File: config.mk
export PLATFORM = sky130hd
export DESIGN_NAME = square_freq_meter
export DESIGN_NICKNAME = d
export VERILOG_FILES = /design/src/rtl/square_freq_meter.sv
export SDC_FILE = /design/constraint.sdc
export NUM_CORES = 1
export LEC_CHECK = 0
export BUFFER_PORTS_ARGS = -buffer_cell sky130_fd_sc_hd__buf_4
export CORE_UTILIZATION = 59
export CTS_BUF_LIST = sky130_fd_sc_hd__clkbuf_16
export CTS_CLUSTER_DIAMETER = 150
export DETAILED_ROUTE_END_ITERATION = 16
export GPL_TIMING_DRIVEN = 0
export PLACE_DENSITY = 0.91
export SKIP_CTS_REPAIR_TIMING = 1
export SLEW_MARGIN = 10
export SYNTH_ARGS = -nofsm -noshare
export SYNTH_HDL_FRONTEND = slang
export SYNTH_SLANG_ARGS = --single-unit
File: constraint.sdc
create_clock -name clk -period 3 [get_ports clk]
set_input_delay 0.15 -clock clk [delete_from_list [all_inputs] [get_ports clk]]
set_output_delay 0.15 -clock clk [all_outputs]
set_load 0.01 [all_outputs]
File: src/rtl/square_freq_meter.sv
// square_freq_meter: measures the period of an asynchronous square wave in
// clk cycles. Each result is the average over 2^AVG_LOG2 consecutive periods.
// The meter flags loss of signal after TIMEOUT cycles with no rising edge.
// Optional duty measurement: define DUTY_MEAS_EN to also report the averaged
// high-phase length on high_time. Without it, high_time is tied to 0.
module square_freq_meter #(
  parameter int CNT_W    = 24,
  parameter int AVG_LOG2 = 2,
  parameter int TIMEOUT  = 1000000
) (
  input  logic             clk,
  input  logic             rst_n,
  input  logic             sig_in,
  output logic [CNT_W-1:0] period,
  output logic             period_vld,
  output logic             no_signal,
  output logic [CNT_W-1:0] high_time
);

  localparam int ACC_W  = CNT_W + AVG_LOG2;
  localparam int NPER_W = (AVG_LOG2 > 0) ? AVG_LOG2 : 1;
  localparam logic [NPER_W-1:0] NPER_LAST   = NPER_W'((1 << AVG_LOG2) - 1);
  localparam logic [CNT_W-1:0]  TIMEOUT_CNT = CNT_W'(TIMEOUT);

  typedef enum logic {
    IDLE    = 1'b0,
    MEASURE = 1'b1
  } state_t;

  state_t             state_reg, state_next;
  logic               s1_reg, s2_reg, s3_reg;
  logic [CNT_W-1:0]   cnt_reg;
  logic [ACC_W-1:0]   acc_reg, acc_next;
  logic [NPER_W-1:0]  nper_reg, nper_next;
  logic [CNT_W-1:0]   period_reg, period_next;
  logic               vld_reg, vld_next;
  logic               nosig_reg, nosig_next;
  logic [ACC_W-1:0]   acc_sum;
  logic               rise;
  logic               timeout;
  logic               window_done;

  assign rise        = s2_reg & ~s3_reg;
  // A rise in the same cycle as the timeout count keeps the measurement alive.
  assign timeout     = (cnt_reg == TIMEOUT_CNT) && !rise;
  assign window_done = (state_reg == MEASURE) && rise && (nper_reg == NPER_LAST);
  assign acc_sum     = acc_reg + ACC_W'(cnt_reg);

  assign period     = period_reg;
  assign period_vld = vld_reg;
  assign no_signal  = nosig_reg;

  // Synchronizer chain; s3 is the one-cycle-delayed copy for edge detection.
  always_ff @(posedge clk or negedge rst_n) begin
    if (!rst_n) begin
      s1_reg <= 1'b0;
      s2_reg <= 1'b0;
      s3_reg <= 1'b0;
    end else begin
      s1_reg <= sig_in;
      s2_reg <= s1_reg;
      s3_reg <= s2_reg;
    end
  end

  // Cycles since the last rise; restarts at 1 on a rise and saturates at all-ones.
  always_ff @(posedge clk or negedge rst_n) begin
    if (!rst_n) begin
      cnt_reg <= '0;
    end else if (rise) begin
      cnt_reg <= CNT_W'(1);
    end else if (cnt_reg != {CNT_W{1'b1}}) begin
      cnt_reg <= cnt_reg + CNT_W'(1);
    end
  end

  // FSM state and measurement registers.
  always_ff @(posedge clk or negedge rst_n) begin
    if (!rst_n) begin
      state_reg  <= IDLE;
      acc_reg    <= '0;
      nper_reg   <= '0;
      period_reg <= '0;
      vld_reg    <= 1'b0;
      nosig_reg  <= 1'b1;
    end else begin
      state_reg  <= state_next;
      acc_reg    <= acc_next;
      nper_reg   <= nper_next;
      period_reg <= period_next;
      vld_reg    <= vld_next;
      nosig_reg  <= nosig_next;
    end
  end

  // Next-state logic. Window accumulation happens on rises, and the timeout overrides everything.
  always_comb begin
    state_next  = state_reg;
    acc_next    = acc_reg;
    nper_next   = nper_reg;
    period_next = period_reg;
    vld_next    = 1'b0;
    nosig_next  = nosig_reg;

    case (state_reg)
      IDLE: begin
        // The first edge only opens a window; it has no preceding period.
        if (rise) begin
          state_next = MEASURE;
          acc_next   = '0;
          nper_next  = '0;
        end
      end
      MEASURE: begin
        if (rise) begin
          if (nper_reg == NPER_LAST) begin
            // This rise closes the window and also opens the next one.
            period_next = acc_sum[AVG_LOG2 +: CNT_W];
            vld_next    = 1'b1;
            nosig_next  = 1'b0;
            acc_next    = '0;
            nper_next   = '0;
          end else begin
            acc_next  = acc_sum;
            nper_next = nper_reg + NPER_W'(1);
          end
        end
      end
      default: state_next = IDLE;
    endcase

    if (timeout) begin
      state_next  = IDLE;
      acc_next    = '0;
      nper_next   = '0;
      period_next = '0;
      vld_next    = 1'b0;
      nosig_next  = 1'b1;
    end
  end

`ifdef DUTY_MEAS_EN
  logic [ACC_W-1:0] hacc_reg, hacc_next;
  logic [CNT_W-1:0] high_reg, high_next;

  assign high_time = high_reg;

  // Duty accumulator and reported high time.
  always_ff @(posedge clk or negedge rst_n) begin
    if (!rst_n) begin
      hacc_reg <= '0;
      high_reg <= '0;
    end else begin
      hacc_reg <= hacc_next;
      high_reg <= high_next;
    end
  end

  // Count high cycles in MEASURE. A rise that opens a window seeds the count
  // with its own high cycle, so each window covers whole high phases.
  always_comb begin
    hacc_next = hacc_reg;
    high_next = high_reg;
    if ((state_reg == IDLE) && rise) begin
      hacc_next = ACC_W'(1);
    end else if (window_done) begin
      high_next = hacc_reg[AVG_LOG2 +: CNT_W];
      hacc_next = ACC_W'(1);
    end else if ((state_reg == MEASURE) && s2_reg) begin
      hacc_next = hacc_reg + ACC_W'(1);
    end
    if (timeout) begin
      hacc_next = '0;
      high_next = '0;
    end
  end
`else
  assign high_time = '0;
`endif

endmodule

==> impl_results.md <==
- Type of element capturing the critical path: flop
- Total half-perimeter wirelength after legalization and detailed placement: 9040 µm
- Finished Layout Cells: 715
- Violated checks: negative hold slack
- Final period utilization: 94.6%
- Worst reg2reg startpoint: cnt_reg[3]$_DFFE_PN0P_
- # diodes: 0
- Number of synthesized flops with an enable pin: 0
- Required arrival time at the worst endpoint: 3.19 ns
- Post-synthesis cell area: 0.00499 mm²
- Total Neg Setup Slack: 0 ns
- Remaining antenna violation count: 0
- Placeable core region: 0.00822 mm²
- Pre-CTS worst setup slack: 0.228 ns
- Flops & latches, synth: 82
- Starting Density: 60.8%
- Number of vias per cell after detailed routing: 5.97
- Number of clock buffers inserted by TritonCTS: 9
- Final Hold Vio Count: 18
- Fill cell count: 627
- Vias in the first global route: 4096
- Number of failing setup endpoints in the final timing report: 0
- Final critical-path setup slack: 0.163 ns
- Largest register FFs: 26
- Worst setup slack for register-to-register paths: 0.16 ns
- Dpl cells: 699
- Leakage power: 2.71 nW
- Global-route wire length before repair: 19600 µm
- Die Area: 0.00884 mm²
- Power per unit of standard cell area: 545 mW/mm²
- Number of warnings reported in the yosys synthesis log: 0
- Proportion of layout cells with a drive suffix above 1: 14.8%
- DRT Pass-1 Iters: 5
- List of cells traversed by the critical path: ha_1 > o21ai_0 > o21bai_1 > o21ai_1 > o311ai_2 > a21oi_1 > xor2_1 > o22ai_1
- Measured slew at the worst slew-check pin: 1.02 ns
- Total overflow reported by the global router: 0
- Sequential-to-total area share from yosys stat: 41.1%
- Count of routing violations after the opening detailed-route iteration: 298
- Type of the worst setup path: reg2reg
- Global-route track usage on met3: 4.69%
- Die extent in y: 94.0 µm
- TritonCTS clock tree: built
- Number of cell instances on the worst register-to-register path: 8
- Number of pins exceeding their max-slew limit in the final report: 0
- Met2 Resource Use GR: 47.9%
- Clock-pin slew on the worst setup and hold paths: 0.06 ns
- Horizontal die dimension: 94.0 µm
- Layout area overhead: 14.3%
- GR met1 Demand/Resource: 37.6%
- Final critical-path required period: 2.84 ns
- Slew HR: 31.9%
- Gate count after technology mapping: 543
- Top FF cell, synth: sky130_fd_sc_hd__dfrtp_1
- Crit start category: flop
- Slowest cell on the critical path: sky130_fd_sc_hd__o311ai_2
- Overall via count from detail_route: 4265
- Number of antenna violations at the first check in global routing: 0
- Boundary Pins: 53
- Status: finished, violations left
- Endpoint of the worst-slack reg-to-reg timing path: period[17]$_DFFE_PN0P_
- Number of H-tree levels: 3
- Final Power: 0.00311 W
- GPL Wtd Cong: 0.978
- Maximum Capacitance Violations: 0
- Post-synth cell types: 67
- Maximum root-to-sink buffer count: 2
- Top Usage Layer GRT: met2
- Hold crit path type: in2async
- Average routed wire per standard cell: 16.9 µm
- Post-detailed-route DRC marker count: 0
- Skew-Pair Late Insertion Delay: 0.34 ns
- Input/output buffers: 28
- Setup skew after layout: 0.00896 ns
- Worst VDD drop: 0.000288 V
- Total length of routed wires: 12100 µm
- Number of nets in the final layout: 637
- Max incr delay on CP: 0.56 ns
- Clock tree root driver cell: sky130_fd_sc_hd__clkbuf_16
- Top fanout value on the critical path: 7
- Cell row count: 33
- Max Clk Rate: 0.353 GHz
- Pin count of the biggest net entering global routing: 83
- Overall track demand over capacity in global routing: 29.3%
- Mean area per synthesized cell: 9.20 µm²
- CTS sink cnt: 82
- Share of synthesized flip-flops with an asynchronous set or reset: 100%
- Data arrival, critical path: 3.03 ns
- Core utilization of the finished layout: 69.5%
- Final hold slack: -0.0389 ns
- Setup repair after global routing missed its margin: false
[Yosys cell counts (all sizes together) (7+ instances only)]
cell type  instances  area [µm²]
xor2              19         166
nand4             13        87.6
a22o               9        78.8
buf               35         239
nand3              9        45.0
ha                27         338
clkbuf            12        45.0
or3                7        43.8
o21ai             34         174
dfrtp             81        2030
nand2             78         293
a21oi             43         230
xnor2             21         184
o22ai             12        75.1
inv               14        52.6
a21o              10        75.1
o211ai             7        52.6
nor2              44         165
[worst max-delay path by stage]
stage	slack, ns	from	endpoint
after floorplan	0.64	cnt_reg[0]$_DFFE_PN0P_	acc_reg[24]$_DFFE_PN0P_
after global placement	0.28	cnt_reg[0]$_DFFE_PN0P_	acc_reg[24]$_DFFE_PN0P_
after detailed placement	0.23	cnt_reg[0]$_DFFE_PN0P_	acc_reg[24]$_DFFE_PN0P_
after CTS	0.18	cnt_reg[0]$_DFFE_PN0P_	acc_reg[24]$_DFFE_PN0P_
after global routing	0.008	cnt_reg[0]$_DFFE_PN0P_	acc_reg[24]$_DFFE_PN0P_
final	0.16	cnt_reg[3]$_DFFE_PN0P_	period[17]$_DFFE_PN0P_
[layout make-up]
cell class | instances | area (µm²) | share of cell area (%)
Clock buffer | 9 | 225 | 3.95
Timing Repair Buffer | 29 | 220 | 3.86
Clock inverter | 6 | 50.0 | 0.877
Buffer | 47 | 284 | 4.98
Inverter | 14 | 52.6 | 0.921
Sequential cell | 82 | 2050 | 36.0
Multi-Input combinational cell | 423 | 2690 | 47.1
Tap cell | 105 | 131 | 2.30
[cells in the final DEF (no fill, tap or decap), types with 2 or more instances in the layout]
cell type	count
sky130_fd_sc_hd__xnor2_1	21
sky130_fd_sc_hd__nor4b_1	3
sky130_fd_sc_hd__clkinv_1	3
sky130_fd_sc_hd__clkbuf_1	12
sky130_fd_sc_hd__a211oi_1	5
sky130_fd_sc_hd__o21ai_1	4
sky130_fd_sc_hd__inv_1	15
sky130_fd_sc_hd__a21oi_1	41
sky130_fd_sc_hd__or3_1	7
sky130_fd_sc_hd__nand2_1	78
sky130_fd_sc_hd__o22ai_1	12
sky130_fd_sc_hd__buf_4	52
sky130_fd_sc_hd__buf_2	8
sky130_fd_sc_hd__dfrtp_1	81
sky130_fd_sc_hd__conb_1	24
sky130_fd_sc_hd__a21o_1	10
sky130_fd_sc_hd__a22o_1	9
sky130_fd_sc_hd__nor4_1	2
sky130_fd_sc_hd__nand4_1	12
sky130_fd_sc_hd__and4_1	2
sky130_fd_sc_hd__nor2b_1	3
sky130_fd_sc_hd__a41oi_1	2
sky130_fd_sc_hd__o21a_1	2
sky130_fd_sc_hd__ha_1	27
sky130_fd_sc_hd__and3_1	4
sky130_fd_sc_hd__nand2b_1	5
sky130_fd_sc_hd__clkbuf_16	9
sky130_fd_sc_hd__o21ai_0	29
sky130_fd_sc_hd__nor2_1	44
sky130_fd_sc_hd__a211o_1	2
sky130_fd_sc_hd__o211ai_1	7
sky130_fd_sc_hd__nand3_1	9
sky130_fd_sc_hd__xor2_1	19
sky130_fd_sc_hd__buf_1	2
sky130_fd_sc_hd__and2_1	4
sky130_fd_sc_hd__nor3_1	5
[report_power, final]
group | internal [W] | switching (W) | leakage (nW)
combinational | 0.000322 | 0.000406 | 1.47
clock | 0.000626 | 0.000416 | 0.139
sequential | 0.00123 | 0.000109 | 1.10
total | 0.00218 | 0.000930 | 2.71
[metal layers]
| layer | routed length, µm | share of wire, % |
|---|---|---|
| met1 | 5190 | 43 |
| met2 | 5670 | 47 |
| met3 | 812 | 6.7 |
| met4 | 421 | 3.5 |
| met5 | 0 | 0 |
[cell families after synthesis]
kind of cell    count (synthesis)  share of synthesized area [%]
other cells                     1                         0.0751
flops                          82                           41.1
compound gates                146                           20.6
fa+ha+maj                      28                           7.17
xor+xnor                       40                           7.02
buf+inv                        61                           6.74
simple gates                  185                           17.3
[stage by stage]
stage          cell area, µm²  hold WS, ns
5_1_grt                  5710       0.0662
2_1_floorplan            5080       -0.146
6_report                 5710      -0.0389
4_1_cts                  5700      -0.0796
3_3_place_gp             5420        0.260
3_5_place_dp             5420        0.261
[critical path: cells and delay by family (launching register included)]
family	cells	cell delay [ns]
flops	1	0.47
xor+xnor	1	0.34
fa+ha+maj	1	0.41
compound gates	6	1.47
No activity file was read; power rests on OpenSTA's default activity.
